===== config.mk =====
export PLATFORM = sky130hd
export DESIGN_NAME = mem_access_stage_flat
export DESIGN_NICKNAME = d
export VERILOG_FILES = /design/src/rtl/mem_access_stage_if.sv /design/src/rtl/mem_access_stage.sv /design/src/flat_wrapper.sv
export SDC_FILE = /design/constraint.sdc
export NUM_CORES = 1
export LEC_CHECK = 0
export BUFFER_PORTS_ARGS = -buffer_cell sky130_fd_sc_hd__buf_4
export CORE_MARGIN = 3
export CORE_UTILIZATION = 51
export CTS_BUF_LIST = sky130_fd_sc_hd__clkbuf_4 sky130_fd_sc_hd__clkbuf_8
export CTS_CLUSTER_DIAMETER = 120
export DETAILED_ROUTE_END_ITERATION = 10
export HOLD_SLACK_MARGIN = 0.02
export MAX_ROUTING_LAYER = met4
export PLACE_DENSITY = 0.82
export SYNTH_ARGS = -nofsm -noshare
export SYNTH_HDL_FRONTEND = slang
export SYNTH_SLANG_ARGS = --single-unit

===== constraint.sdc =====
create_clock -name CLOCK -period 2.1 [get_ports CLOCK]
set_input_delay 0.105 -clock CLOCK [delete_from_list [all_inputs] [get_ports CLOCK]]
set_output_delay 0.105 -clock CLOCK [all_outputs]
set_load 0.03 [all_outputs]

===== src/rtl/mem_access_stage_if.sv =====
// Data-memory request/acknowledge bus between the MEM stage (master) and data memory (slave).
interface mem_access_stage_if #(
    parameter int ADDR_W = 12
) ();
    logic              mem_req;
    logic              mem_we;
    logic [ADDR_W-1:0] mem_addr;
    logic [31:0]       mem_wdata;
    logic              mem_ack;
    logic [31:0]       mem_rdata;

    modport master (
        output mem_req, mem_we, mem_addr, mem_wdata,
        input  mem_ack, mem_rdata
    );

    modport slave (
        input  mem_req, mem_we, mem_addr, mem_wdata,
        output mem_ack, mem_rdata
    );
endinterface


===== src/rtl/mem_access_stage.sv =====
// MIPS MEM stage: lw/sw over a req/ack bus with timeout, stall generation and MEM_WB registers.
// Optional one-entry store-to-load bypass enabled by defining MEM_STORE_BYPASS_EN.
module mem_access_stage #(
    parameter int TIMEOUT_CYCLES = 64,
    parameter int ADDR_W         = 12
) (
    input  logic                 CLOCK,
    input  logic                 RESET,
    input  logic                 valid_in,
    input  logic [31:0]          ALUOutM,
    input  logic [31:0]          WriteDataM,
    input  logic                 MemReadM,
    input  logic                 MemWriteM,
    input  logic                 RegWriteM,
    input  logic [4:0]           WriteRegM,
    mem_access_stage_if.master   mem,
    output logic                 STALL_M,
    output logic                 valid_out,
    output logic [31:0]          ALUOutW,
    output logic [31:0]          ReadDataW,
    output logic [4:0]           WriteRegW,
    output logic                 RegWriteW,
    output logic                 MemtoRegW,
    output logic                 align_err,
    output logic                 bus_err
);
    typedef enum logic {S_IDLE, S_BUSY} state_t;

    localparam int               CNT_W    = (TIMEOUT_CYCLES > 1) ? $clog2(TIMEOUT_CYCLES) : 1;
    localparam logic [CNT_W-1:0] CNT_LAST = CNT_W'(TIMEOUT_CYCLES - 1);

    state_t            state_q, state_d;
    logic [CNT_W-1:0]  cnt_q, cnt_d;
    logic              req_q, req_d, we_q, we_d;
    logic [ADDR_W-1:0] addr_q, addr_d;
    logic [31:0]       wdata_q, wdata_d;
    logic [31:0]       lat_alu_q, lat_alu_d;
    logic [4:0]        lat_wreg_q, lat_wreg_d;
    logic              lat_rw_q, lat_rw_d, lat_rd_q, lat_rd_d;
    logic              valid_q, valid_d;
    logic [31:0]       aluw_q, aluw_d, rdw_q, rdw_d;
    logic [4:0]        wregw_q, wregw_d;
    logic              rww_q, rww_d, m2r_q, m2r_d;
    logic              aerr_q, aerr_d, berr_q, berr_d;

    logic              memop, misaligned, is_load, byp_hit;
    logic [ADDR_W-1:0] word_addr;

    assign memop      = valid_in & (MemReadM | MemWriteM);
    assign misaligned = memop & (ALUOutM[1:0] != 2'b00);
    assign is_load    = MemReadM & ~MemWriteM;
    assign word_addr  = ALUOutM[ADDR_W+1:2];

`ifdef MEM_STORE_BYPASS_EN
    logic              sb_v_q, sb_v_d;
    logic [ADDR_W-1:0] sb_addr_q, sb_addr_d;
    logic [31:0]       sb_data_q, sb_data_d;

    assign byp_hit = memop & ~misaligned & is_load & sb_v_q & (sb_addr_q == word_addr);
`else
    assign byp_hit = 1'b0;
`endif

    always_comb begin
        state_d    = state_q;
        cnt_d      = cnt_q;
        req_d      = req_q;
        we_d       = we_q;
        addr_d     = addr_q;
        wdata_d    = wdata_q;
        lat_alu_d  = lat_alu_q;
        lat_wreg_d = lat_wreg_q;
        lat_rw_d   = lat_rw_q;
        lat_rd_d   = lat_rd_q;
        valid_d    = valid_q;
        aluw_d     = aluw_q;
        rdw_d      = rdw_q;
        wregw_d    = wregw_q;
        rww_d      = rww_q;
        m2r_d      = m2r_q;
        aerr_d     = aerr_q;
        berr_d     = berr_q;
        STALL_M    = 1'b0;
`ifdef MEM_STORE_BYPASS_EN
        sb_v_d     = sb_v_q;
        sb_addr_d  = sb_addr_q;
        sb_data_d  = sb_data_q;
`endif
        case (state_q)
            S_IDLE: begin
                STALL_M = memop & ~misaligned & ~byp_hit;
                if (misaligned) begin
                    valid_d = 1'b1;
                    aluw_d  = ALUOutM;
                    wregw_d = WriteRegM;
                    rww_d   = 1'b0;
                    m2r_d   = 1'b0;
                    aerr_d  = 1'b1;
                end else if (byp_hit) begin
                    valid_d = 1'b1;
                    aluw_d  = ALUOutM;
                    wregw_d = WriteRegM;
                    rww_d   = RegWriteM;
                    m2r_d   = 1'b1;
`ifdef MEM_STORE_BYPASS_EN
                    rdw_d   = sb_data_q;
`endif
                end else if (memop) begin
                    req_d      = 1'b1;
                    we_d       = MemWriteM;
                    addr_d     = word_addr;
                    wdata_d    = WriteDataM;
                    lat_alu_d  = ALUOutM;
                    lat_wreg_d = WriteRegM;
                    lat_rw_d   = RegWriteM;
                    lat_rd_d   = is_load;
                    valid_d    = 1'b0;
                    cnt_d      = '0;
                    state_d    = S_BUSY;
                end else begin
                    valid_d = valid_in;
                    aluw_d  = ALUOutM;
                    wregw_d = WriteRegM;
                    rww_d   = RegWriteM;
                    m2r_d   = 1'b0;
                end
            end
            S_BUSY: begin
                STALL_M = ~mem.mem_ack;
                valid_d = 1'b0;
                if (mem.mem_ack) begin
                    req_d   = 1'b0;
                    valid_d = 1'b1;
                    aluw_d  = lat_alu_q;
                    wregw_d = lat_wreg_q;
                    rww_d   = lat_rw_q;
                    m2r_d   = lat_rd_q;
                    if (lat_rd_q) rdw_d = mem.mem_rdata;
`ifdef MEM_STORE_BYPASS_EN
                    if (we_q) begin
                        sb_v_d    = 1'b1;
                        sb_addr_d = addr_q;
                        sb_data_d = wdata_q;
                    end
`endif
                    state_d = S_IDLE;
                end else if (cnt_q == CNT_LAST) begin
                    req_d   = 1'b0;
                    berr_d  = 1'b1;
                    valid_d = 1'b1;
                    rww_d   = 1'b0;
                    m2r_d   = 1'b0;
`ifdef MEM_STORE_BYPASS_EN
                    sb_v_d  = 1'b0;
`endif
                    state_d = S_IDLE;
                end else begin
                    cnt_d = cnt_q + 1'b1;
                end
            end
            default: state_d = S_IDLE;
        endcase
    end

    always_ff @(posedge CLOCK) begin
        if (RESET) begin
            state_q    <= S_IDLE;
            cnt_q      <= '0;
            req_q      <= 1'b0;
            we_q       <= 1'b0;
            addr_q     <= '0;
            wdata_q    <= '0;
            lat_alu_q  <= '0;
            lat_wreg_q <= '0;
            lat_rw_q   <= 1'b0;
            lat_rd_q   <= 1'b0;
            valid_q    <= 1'b0;
            aluw_q     <= '0;
            rdw_q      <= '0;
            wregw_q    <= '0;
            rww_q      <= 1'b0;
            m2r_q      <= 1'b0;
            aerr_q     <= 1'b0;
            berr_q     <= 1'b0;
`ifdef MEM_STORE_BYPASS_EN
            sb_v_q     <= 1'b0;
            sb_addr_q  <= '0;
            sb_data_q  <= '0;
`endif
        end else begin
            state_q    <= state_d;
            cnt_q      <= cnt_d;
            req_q      <= req_d;
            we_q       <= we_d;
            addr_q     <= addr_d;
            wdata_q    <= wdata_d;
            lat_alu_q  <= lat_alu_d;
            lat_wreg_q <= lat_wreg_d;
            lat_rw_q   <= lat_rw_d;
            lat_rd_q   <= lat_rd_d;
            valid_q    <= valid_d;
            aluw_q     <= aluw_d;
            rdw_q      <= rdw_d;
            wregw_q    <= wregw_d;
            rww_q      <= rww_d;
            m2r_q      <= m2r_d;
            aerr_q     <= aerr_d;
            berr_q     <= berr_d;
`ifdef MEM_STORE_BYPASS_EN
            sb_v_q     <= sb_v_d;
            sb_addr_q  <= sb_addr_d;
            sb_data_q  <= sb_data_d;
`endif
        end
    end

    assign mem.mem_req   = req_q;
    assign mem.mem_we    = we_q;
    assign mem.mem_addr  = addr_q;
    assign mem.mem_wdata = wdata_q;
    assign valid_out     = valid_q;
    assign ALUOutW       = aluw_q;
    assign ReadDataW     = rdw_q;
    assign WriteRegW     = wregw_q;
    assign RegWriteW     = rww_q;
    assign MemtoRegW     = m2r_q;
    assign align_err     = aerr_q;
    assign bus_err       = berr_q;
endmodule


===== src/flat_wrapper.sv =====
// flat-port wrapper written by rule: the top's interface ports become plain ports
module mem_access_stage_flat 
#(
    parameter int TIMEOUT_CYCLES = 64,
    parameter int ADDR_W         = 12
)
  (CLOCK, RESET, valid_in, ALUOutM, WriteDataM, MemReadM, MemWriteM, RegWriteM, WriteRegM, STALL_M, valid_out, ALUOutW, ReadDataW, WriteRegW, RegWriteW, MemtoRegW, align_err, bus_err, mem_mem_req, mem_mem_we, mem_mem_addr, mem_mem_wdata, mem_mem_ack, mem_mem_rdata);
  mem_access_stage_if #(.ADDR_W(ADDR_W)) mem_i ();
  input  logic CLOCK;
  input  logic RESET;
  input  logic valid_in;
  input  logic [31:0] ALUOutM;
  input  logic [31:0] WriteDataM;
  input  logic MemReadM;
  input  logic MemWriteM;
  input  logic RegWriteM;
  input  logic [4:0] WriteRegM;
  output logic STALL_M;
  output logic valid_out;
  output logic [31:0] ALUOutW;
  output logic [31:0] ReadDataW;
  output logic [4:0] WriteRegW;
  output logic RegWriteW;
  output logic MemtoRegW;
  output logic align_err;
  output logic bus_err;
  output wire logic [$bits(mem_i.mem_req)-1:0] mem_mem_req;
  output wire logic [$bits(mem_i.mem_we)-1:0] mem_mem_we;
  output wire logic [$bits(mem_i.mem_addr)-1:0] mem_mem_addr;
  output wire logic [$bits(mem_i.mem_wdata)-1:0] mem_mem_wdata;
  input wire logic [$bits(mem_i.mem_ack)-1:0] mem_mem_ack;
  input wire logic [$bits(mem_i.mem_rdata)-1:0] mem_mem_rdata;
  assign mem_mem_req = mem_i.mem_req;
  assign mem_mem_we = mem_i.mem_we;
  assign mem_mem_addr = mem_i.mem_addr;
  assign mem_mem_wdata = mem_i.mem_wdata;
  assign mem_i.mem_ack = mem_mem_ack;
  assign mem_i.mem_rdata = mem_mem_rdata;
  mem_access_stage #(.TIMEOUT_CYCLES(TIMEOUT_CYCLES), .ADDR_W(ADDR_W)) u_core (.CLOCK(CLOCK), .RESET(RESET), .valid_in(valid_in), .ALUOutM(ALUOutM), .WriteDataM(WriteDataM), .MemReadM(MemReadM), .MemWriteM(MemWriteM), .RegWriteM(RegWriteM), .WriteRegM(WriteRegM), .mem(mem_i), .STALL_M(STALL_M), .valid_out(valid_out), .ALUOutW(ALUOutW), .ReadDataW(ReadDataW), .WriteRegW(WriteRegW), .RegWriteW(RegWriteW), .MemtoRegW(MemtoRegW), .align_err(align_err), .bus_err(bus_err));
endmodule

# Word level (Yosys, flattened, before mapping)
# Cells that the tools add are included.
op_classes:
  n_addsub: 1
  n_eq_ne: 8
  n_mux: 37
  n_bitwise: 9
  n_reduce_logical: 9
op_table:
  columns: ["cell", "n"]
  rows:
  - ["32-bit two-way mux", 3]
  - ["32-bit case mux with 2 select lines", 1]
  - ["6-bit two-way mux", 4]
  - ["1-bit two-way mux", 18]
  - ["5-bit two-way mux", 3]
  - ["1-bit case mux with 2 select lines", 6]
  - ["6-bit case mux with 2 select lines", 1]
  - ["3-bit AND reduction", 4]
  - ["5-bit case mux with 2 select lines", 1]
  - ["2-bit inequality test (second input constant)", 4]
  - ["6-bit by 1-bit adder with 6-bit output (second input constant)", 1]
  - ["6-bit equality test (second input constant)", 1]
  - ["3-bit inequality test (second input constant)", 2]
  - ["2-bit AND reduction", 3]
  - ["1-bit AND", 4]
  - ["1-bit NOT", 4]
  - ["4-bit AND reduction", 1]
  - ["2-bit by 1-bit inequality test with 1-bit output (second input constant)", 1]
  - ["2-bit nonzero test", 1]
  - ["1-bit OR", 1]
word_totals:
  regBits: 166
  input_bits: 108
  out_inout_bits: 121
  word_cells: 82

# Depth between registers and ports, before layout
# Gate-level depths: netlist of the first run.
depth:
  depth_word: 6
  depth_mapped: 6
  depth_no_buf: 4

# Worst setup path before layout of the first run
# Ideal clock, no wire load.
synth_path:
  kind: "reg-to-reg"
  start: "reg u_core.state_q"
  end: "reg u_core.aluw_q[14], in the netlist u_core.ALUOutW[14]"
  setup_ns: 0.146
  arrival_ns: 1.374
  required_time_ns: 1.954
  slack_ns: 0.580
  stages_incl_launch_ff: 7
  path_buffers: 2
  period_less_slack_ns: 1.520
  path_cell_list: "dfxtp_1 nand2b_4 o41a_1 buf_2 buf_4 nor2_1 a211oi_2"
synth_via:
  elab_chain_cells: 3
  word_cells_on_any_way: 5
  classes_between: "eq/ne: 2; mux: 1; bitwise: 1; reduce/logical: 1"
synth_rtl:
  columns: ["item", "line_no", "source"]
  rows:
  - ["from (decl)", "mem_access_stage.sv:32", "state_t state_q, state_d;"]
  - ["from (signal assigned)", "mem_access_stage.sv:191", "state_q <= state_d;"]
  - ["1-bit NOT", null, null]
  - ["3-bit inequality test (no line)", null, null]
  - ["2-bit AND reduction (no line)", null, null]
  - ["to (signal assigned)", "mem_access_stage.sv:202", "aluw_q <= aluw_d;"]
  - ["to (decl)", "mem_access_stage.sv:41", "logic [31:0] aluw_q, aluw_d, rdw_q, rdw_d;"]
# Parallel ways exist; a longest one is shown, timed or not.
# A chain may end at the register's enable or synchronous reset.

# Worst setup path after layout of the first run
layout_path:
  start: "reg u_core.state_q"
  end: "out STALL_M"
layout_via:
  elab_chain_cells: 2
layout_rtl:
  columns: ["item", "line_no", "source"]
  rows:
  - ["1-bit NOT", null, null]
  - ["1-bit case mux with 2 select lines (*)", "mem_access_stage.sv:89", "case (state_q)"]
  - ["to (decl)", "flat_wrapper.sv:18", "output logic STALL_M;"]
# Mark *: on every way between the ends. The rest lies on a longest branch, timed or not.

==> run summary, run 1 <==
nets = 1,101
fin area = 0.00913 mm^2
Yosys warning count = 0
layout cell share with drive strength beyond 1 = 30.7%
sequential area share after synthesis = 51.3%
CTS buffer count = 17
Worst-Skew Late Latency = 430 ps
vias in the first global route = 6,182
H-tree depth = 4
top-count cell post-synth = nand2_1
# diodes = 0
post-place instance area = 0.00769 mm^2
Routed Antenna Nets = 0
setup bufs post-CTS = 0
Core Footprint = 0.0115 mm^2
largest net degree at the start of global routing = 60
syn_nets = 805
max-slew violation count = 0
DR pass1 iterations = 5
Cell Count, Final, Fillers Out = 1,147
most frequent cells after synthesis = 203 x nand2_1, 154 x dfxtp_1, 109 x a21oi_1, 44 x nor2_1, 37 x mux2i_1
Hold Path Sink = u_core.ALUOutW[0]
final hold vios = 0
synth top area cells = dfxtp_1 51%, nand2_1 13%, a21oi_1 9.1%
R2R Path End = u_core.ALUOutW[10]
number of flops mapped to enable cells by yosys = 0
Hold Startpoint = ALUOutM[0]
Port Buffers = 228
clock root cell = clkbuf_8
placed cells = 1,015
worst min-delay path category = in -> reg
reg2reg setup slack = 380 ps
Hold Crit Depth = 3
Yosys reg bits = 154
CTS Sinks = 154
Synth-to-Final Area Change = 51.8%
Worst Path Class, Setup = reg -> out
Syn Area/Cell = 8.64 um^2
crit-path max FO = 27
vias = 6,088
Final Cycle Share = 94.4%
die area = 0.0131 mm^2
Critical Path Source Type = flip-flop
Rows = 39
Die Span Y = 115 um
Starting Density = 52.4%
Final Util = 79.6%
Max Cap Viol = 0
Yosys cell types = 37
Worst Tran Pin Value = 542 ps
Setup Skew = 9.15 ps
outcome = completed
Synth Cell Area = 0.00601 mm^2
minimum clock period = 1980 ps
Synth Instances = 696
Placer Congestion = 0.868
top cell type by total area after synthesis = dfxtp_1
Max rail drop VDD = 0.531 mV
Total GRT Usage = 28.4%
Synth top area share = 51.3%
Pleak = 3.76 nW
DPL Wire Length = 11,100 um
Max Fclk = 504 MHz
Pwr Density = 699 mW/mm^2
worst r2r src = u_core.state_q
fillers = 701
RSZ-0062 raised after global routing = false
first-pass GRT wire length = 29,200 um
Arr. time, crit path = 1880 ps
Setup TNS Final = 0 ps
1st-iter DRT viols = 448
Async SR Flop Fraction = 0%
DRC Markers = 0
WP data required = 2000 ps
cells on worst reg2reg path = 5
Top FF cell, synth = dfxtp_1
critical path endpoint category = output pin
Horiz. Die Dim = 115 um
DR vias/cell = 5.31
initial antenna violation count = 0
total global routing overflow = 0
final setup violation count = 0
clk buf depth = 2
WL/cell = 16.1 um
CTS tree = yes
WL final = 18,500 um
# IOs = 229
slew margin rel. = 63.9%
Worst-path clk slew = 70 ps
[power by group]
group | switching, mW | total, mW | internal, mW
clock network | 1.02 | 2.30 | 1.28
logic | 0.515 | 0.994 | 0.479
registers | 0.0645 | 3.09 | 3.02
total | 1.60 | 6.38 | 4.79
[state kept, by name, summed over array words and instances (netlist names), 5 cells and up]
signal,flops
u_core.ALUOutW,32
u_core.ReadDataW,32
u_core.lat_alu_q,32
u_core.mem.mem_wdata,32
u_core.cnt_q,6
u_core.WriteRegW,5
u_core.lat_wreg_q,5
[metrics by stage]
step / setup slack [ps] / power [mW] / hold WS (ps)
final: 117 / 6.38 / 61.1
after global routing: 50.8 / 6.62 / 48.9
after CTS: 91.6 / 6.40 / 25.7
after detailed placement: 421 / 3.98 / 330
after global placement: 496 / 3.95 / 324
after floorplan: 580 / 3.61 / 201
[layout make-up]
cell class,count,area (um^2),share of cell area (%)
tap,143,179,1.96
timing repair buffer,342,2850,31.2
clock buffer,25,338,3.70
clock inverter,6,83.8,0.918
multi-input combinational,475,2590,28.3
inverter,2,7.51,0.0822
sequential,154,3080,33.8
[cell usage in the layout (no fill, tap or decap), drive strengths merged, types with 4 or more instances in the layout]
master,n
a21oi,109
dfxtp,154
mux2i,37
a31oi,4
nor2,44
clkinv,4
buf,241
nand2,203
dlygate4sd3,101
a211oi,38
clkbuf,25
nand3,9
[worst max-delay path by stage]
stage	from	to	slack, ps	depth (start not counted)
after detailed placement	u_core.state_q	u_core.ALUOutW[19]	420	5
after global placement	u_core.state_q	u_core.ALUOutW[6]	500	5
final	u_core.state_q	STALL_M	120	5
after floorplan	u_core.state_q	u_core.ALUOutW[14]	580	6
after global routing	u_core.state_q	STALL_M	50	5
after CTS	u_core.state_q	STALL_M	90	5
[worst max-delay path: stages, from the launching register on]
cell and delay (ps):
dfxtp_2 340, nand2b_4 160, o41a_2 470, buf_6 200, inv_1 100, buf_4 170
[cell families (layout without fill, tap and decap cells)]
logic type / after synthesis / after routing / synth area share, %
AO/OA/AOI/OAI: 161 / 161 / 17.9
adder cells (fa/ha/maj): 1 / 1 / 0.208
buffers and inverters: 67 / 375 / 5.76
flip-flops: 154 / 154 / 51.3
multiplexers: 37 / 37 / 6.16
AND/OR/NAND/NOR: 276 / 276 / 18.7
[routing by layer]
layer | GRT usage (%) | wire length (um) | vias to the layer above
met3 | 6.29 | 1230 | 41
li1 | - | - | 2916
met1 | 31.6 | 7290 | 2899
met2 | 49.2 | 9480 | 232
met5 | - | 0 | -
met4 | 11.8 | 509 | 0
[timing repair]
item                                    in CTS  in global routing
endpoints found under the hold margin      104                  0
endpoints found under the setup margin       0                  1
gates resized for setup                      0                  1
hold buffers                               101                  0
(Power assumes the default switching activity.)
==> inputs of run 2 (changes only) <==
--- a/config.mk
+++ b/config.mk
@@ -5,6 +5,7 @@
 export SDC_FILE = /design/constraint.sdc
 export NUM_CORES = 1
 export LEC_CHECK = 0
+export ABC_AREA = 1
 export BUFFER_PORTS_ARGS = -buffer_cell sky130_fd_sc_hd__buf_4
 export CORE_MARGIN = 3
 export CORE_UTILIZATION = 51
@@ -13,7 +14,7 @@
 export DETAILED_ROUTE_END_ITERATION = 10
 export HOLD_SLACK_MARGIN = 0.02
 export MAX_ROUTING_LAYER = met4
-export PLACE_DENSITY = 0.82
+export PLACE_DENSITY = 0.81
 export SYNTH_ARGS = -nofsm -noshare
 export SYNTH_HDL_FRONTEND = slang
 export SYNTH_SLANG_ARGS = --single-unit
==> run 2 against run 1 <==
Effect of this change:
- clock power shrank 8%
- sequential power is essentially flat
- final cell count grew 13%
- clock skew shrank 2.8 ps
- flip-flop and latch count is the same
- critical path depth shrank 2
- total power shrank 2.8%
- via count grew 8.7%
- critical path type unchanged
- critical endpoint unchanged
- largest cell class unchanged
- highest routed layer unchanged
==> run summary, run 2 <==
nets = 1,244
DR pass1 iterations = 5
Pwr Density = 675 mW/mm^2
total global routing overflow = 0
Synth Instances = 839
Max Fclk = 532 MHz
Setup TNS Final = 0 ps
fillers = 799
crit-path max FO = 17
most common cell after layout, fill and taps aside = nand2_1
Synth Cell Area = 0.00612 mm^2
Setup Skew = 6.39 ps
setup bufs post-CTS = 0
synth top area cells = dfxtp_1 50%, nand2_1 17%, a21oi_1 8.7%
Async SR Flop Fraction = 0%
minimum clock period = 1880 ps
Horiz. Die Dim = 116 um
CTS Sinks = 154
DP Worst Slack = 259 ps
first-pass GRT wire length = 30,200 um
die area = 0.0134 mm^2
Synth-to-Final Area Change = 50.0%
worst r2r src = u_core.state_q
Syn Area/Cell = 7.30 um^2
Final Cycle Share = 89.6%
Die Span Y = 116 um
Worst Tran Pin Value = 674 ps
clk buf depth = 2
Yosys reg bits = 154
Max Cap Viol = 0
top cell type by total area after synthesis = dfxtp_1
Synth top area share = 50.3%
layout cell share with drive strength beyond 1 = 24.8%
most frequent cells after synthesis = 270 x nand2_1, 154 x dfxtp_1, 106 x a21oi_1, 90 x nor2_1, 54 x o21ai_0
Rows = 39
Worst-Skew Late Latency = 440 ps
Placer Congestion = 0.875
Arr. time, crit path = 1780 ps
RSZ-0062 raised after global routing = false
Hold Startpoint = RESET
post_cts resized = 0
vias = 6,619
max-slew violation count = 0
number of flops mapped to enable cells by yosys = 0
Top FF cell, synth = dfxtp_1
syn_nets = 948
final hold vios = 0
DPL Wire Length = 11,300 um
H-tree depth = 4
Worst Path Class, Setup = reg -> out
outcome = completed
final worst slack = 219 ps
Pleak = 4.18 nW
WL/cell = 15.2 um
sequential area share after synthesis = 50.3%
# IOs = 229
Yosys warning count = 0
largest net degree at the start of global routing = 66
Critical Path Source Type = flip-flop
initial antenna violation count = 0
Multi-input gate area = 0.00248 mm^2
Total GRT Usage = 29.4%
worst setup path startpoint = u_core.state_q
worst min-delay path category = in -> reg
WL final = 19,600 um
Final Power = 6.21 mW
CTS buffer count = 17
WP data required = 2000 ps
register area = 0.00308 mm^2
Core Footprint = 0.0116 mm^2
most frequent cells in the layout = 270 x nand2_1, 237 x buf_4, 153 x dfxtp_1
CTS tree = yes
Routed Antenna Nets = 0
DR vias/cell = 5.13
critical path endpoint category = output pin
Worst-path clk slew = 80 ps
Yosys cell types = 28
Port Buffers = 228
final setup violation count = 0
top-count cell post-synth = nand2_1
1st-iter DRT viols = 627
vias in the first global route = 6,216
Starting Density = 52.9%
clock root cell = clkbuf_8
DRC Markers = 0
Max rail drop VDD = 0.453 mV
slew margin rel. = 55.0%
Hold Buf Count CTS = 104
==> run 2: cell types whose count changed in the layout (fill, tap and decap cells not counted), sizes merged, moves of 4 or more <==
cell,change
a211oi,-38
a31oi,-4
clkbuf,+5
inv,+47
mux2i,-37
nand2,+69
nand3,+6
nor2,+49
o21ai,+70
==> run 2: kinds of logic (layout without fill, tap and decap cells) <==
family / Yosys count / count (layout) / share of synthesized area [%]
compound gates: 183 / 183 / 15.3
fa+ha+maj: 1 / 1 / 0.204
flops: 154 / 154 / 50.3
buf+inv: 116 / 424 / 9.17
other cells: 0 / 1 / 0
simple gates: 385 / 385 / 24.9
==> run 2: cell type report <==
type | count | share of cell area [%]
antenna | 1 | 0.0272
clock buffer | 30 | 4.02
clock inverter | 1 | 0.0545
inverter | 49 | 2.00
multi-input combinational | 569 | 27.0
sequential | 154 | 33.6
tap | 143 | 1.95
timing repair buffer | 344 | 31.3
==> run 2: final timing paths <==
kind	endpoint	slack (ps)	depth (start not counted)
hold / removal	u_core.lat_alu_q[8]	100	2
hold reg to reg	u_core.ReadDataW[3]	450	2
setup reg to reg	u_core.ALUOutW[16]	240	6
setup / recovery	STALL_M	220	3
==> run 2: report_power, final <==
group / internal (mW) / switching [mW] / leakage, nW
registers: 3.02 / 0.0619 / 1.26
clock network: 1.09 / 1.02 / 0.201
logic: 0.467 / 0.539 / 2.72
total: 4.59 / 1.62 / 4.18
==> run 2: critical path: stages, from the launching register on <==
cell,delay [ps]
dfxtp_2,580
nand2_1,180
nand2_2,330
buf_4,240
==> run 2: per-layer routing <==
metal	wire (um)	global-route usage, %	share of wire, %	vias up
li1	-	-	-	3229
met1	7460	33.1	38	2998
met2	9980	49.5	51	322
met3	1390	6.42	7.1	70
met4	799	14.6	4.1	0
met5	0	-	0	-
==> run 2: stage by stage <==
stage,util (%),instance area [um^2],hold slack [ps],instances
final,79.4,9190,96.2,1291
after global routing,79.4,9190,81.0,1290
after CTS,79.4,9190,59.9,1290
after detailed placement,67.2,7770,363,1155
after global placement,67.2,7770,354,1155
after floorplan,-,6120,248,839
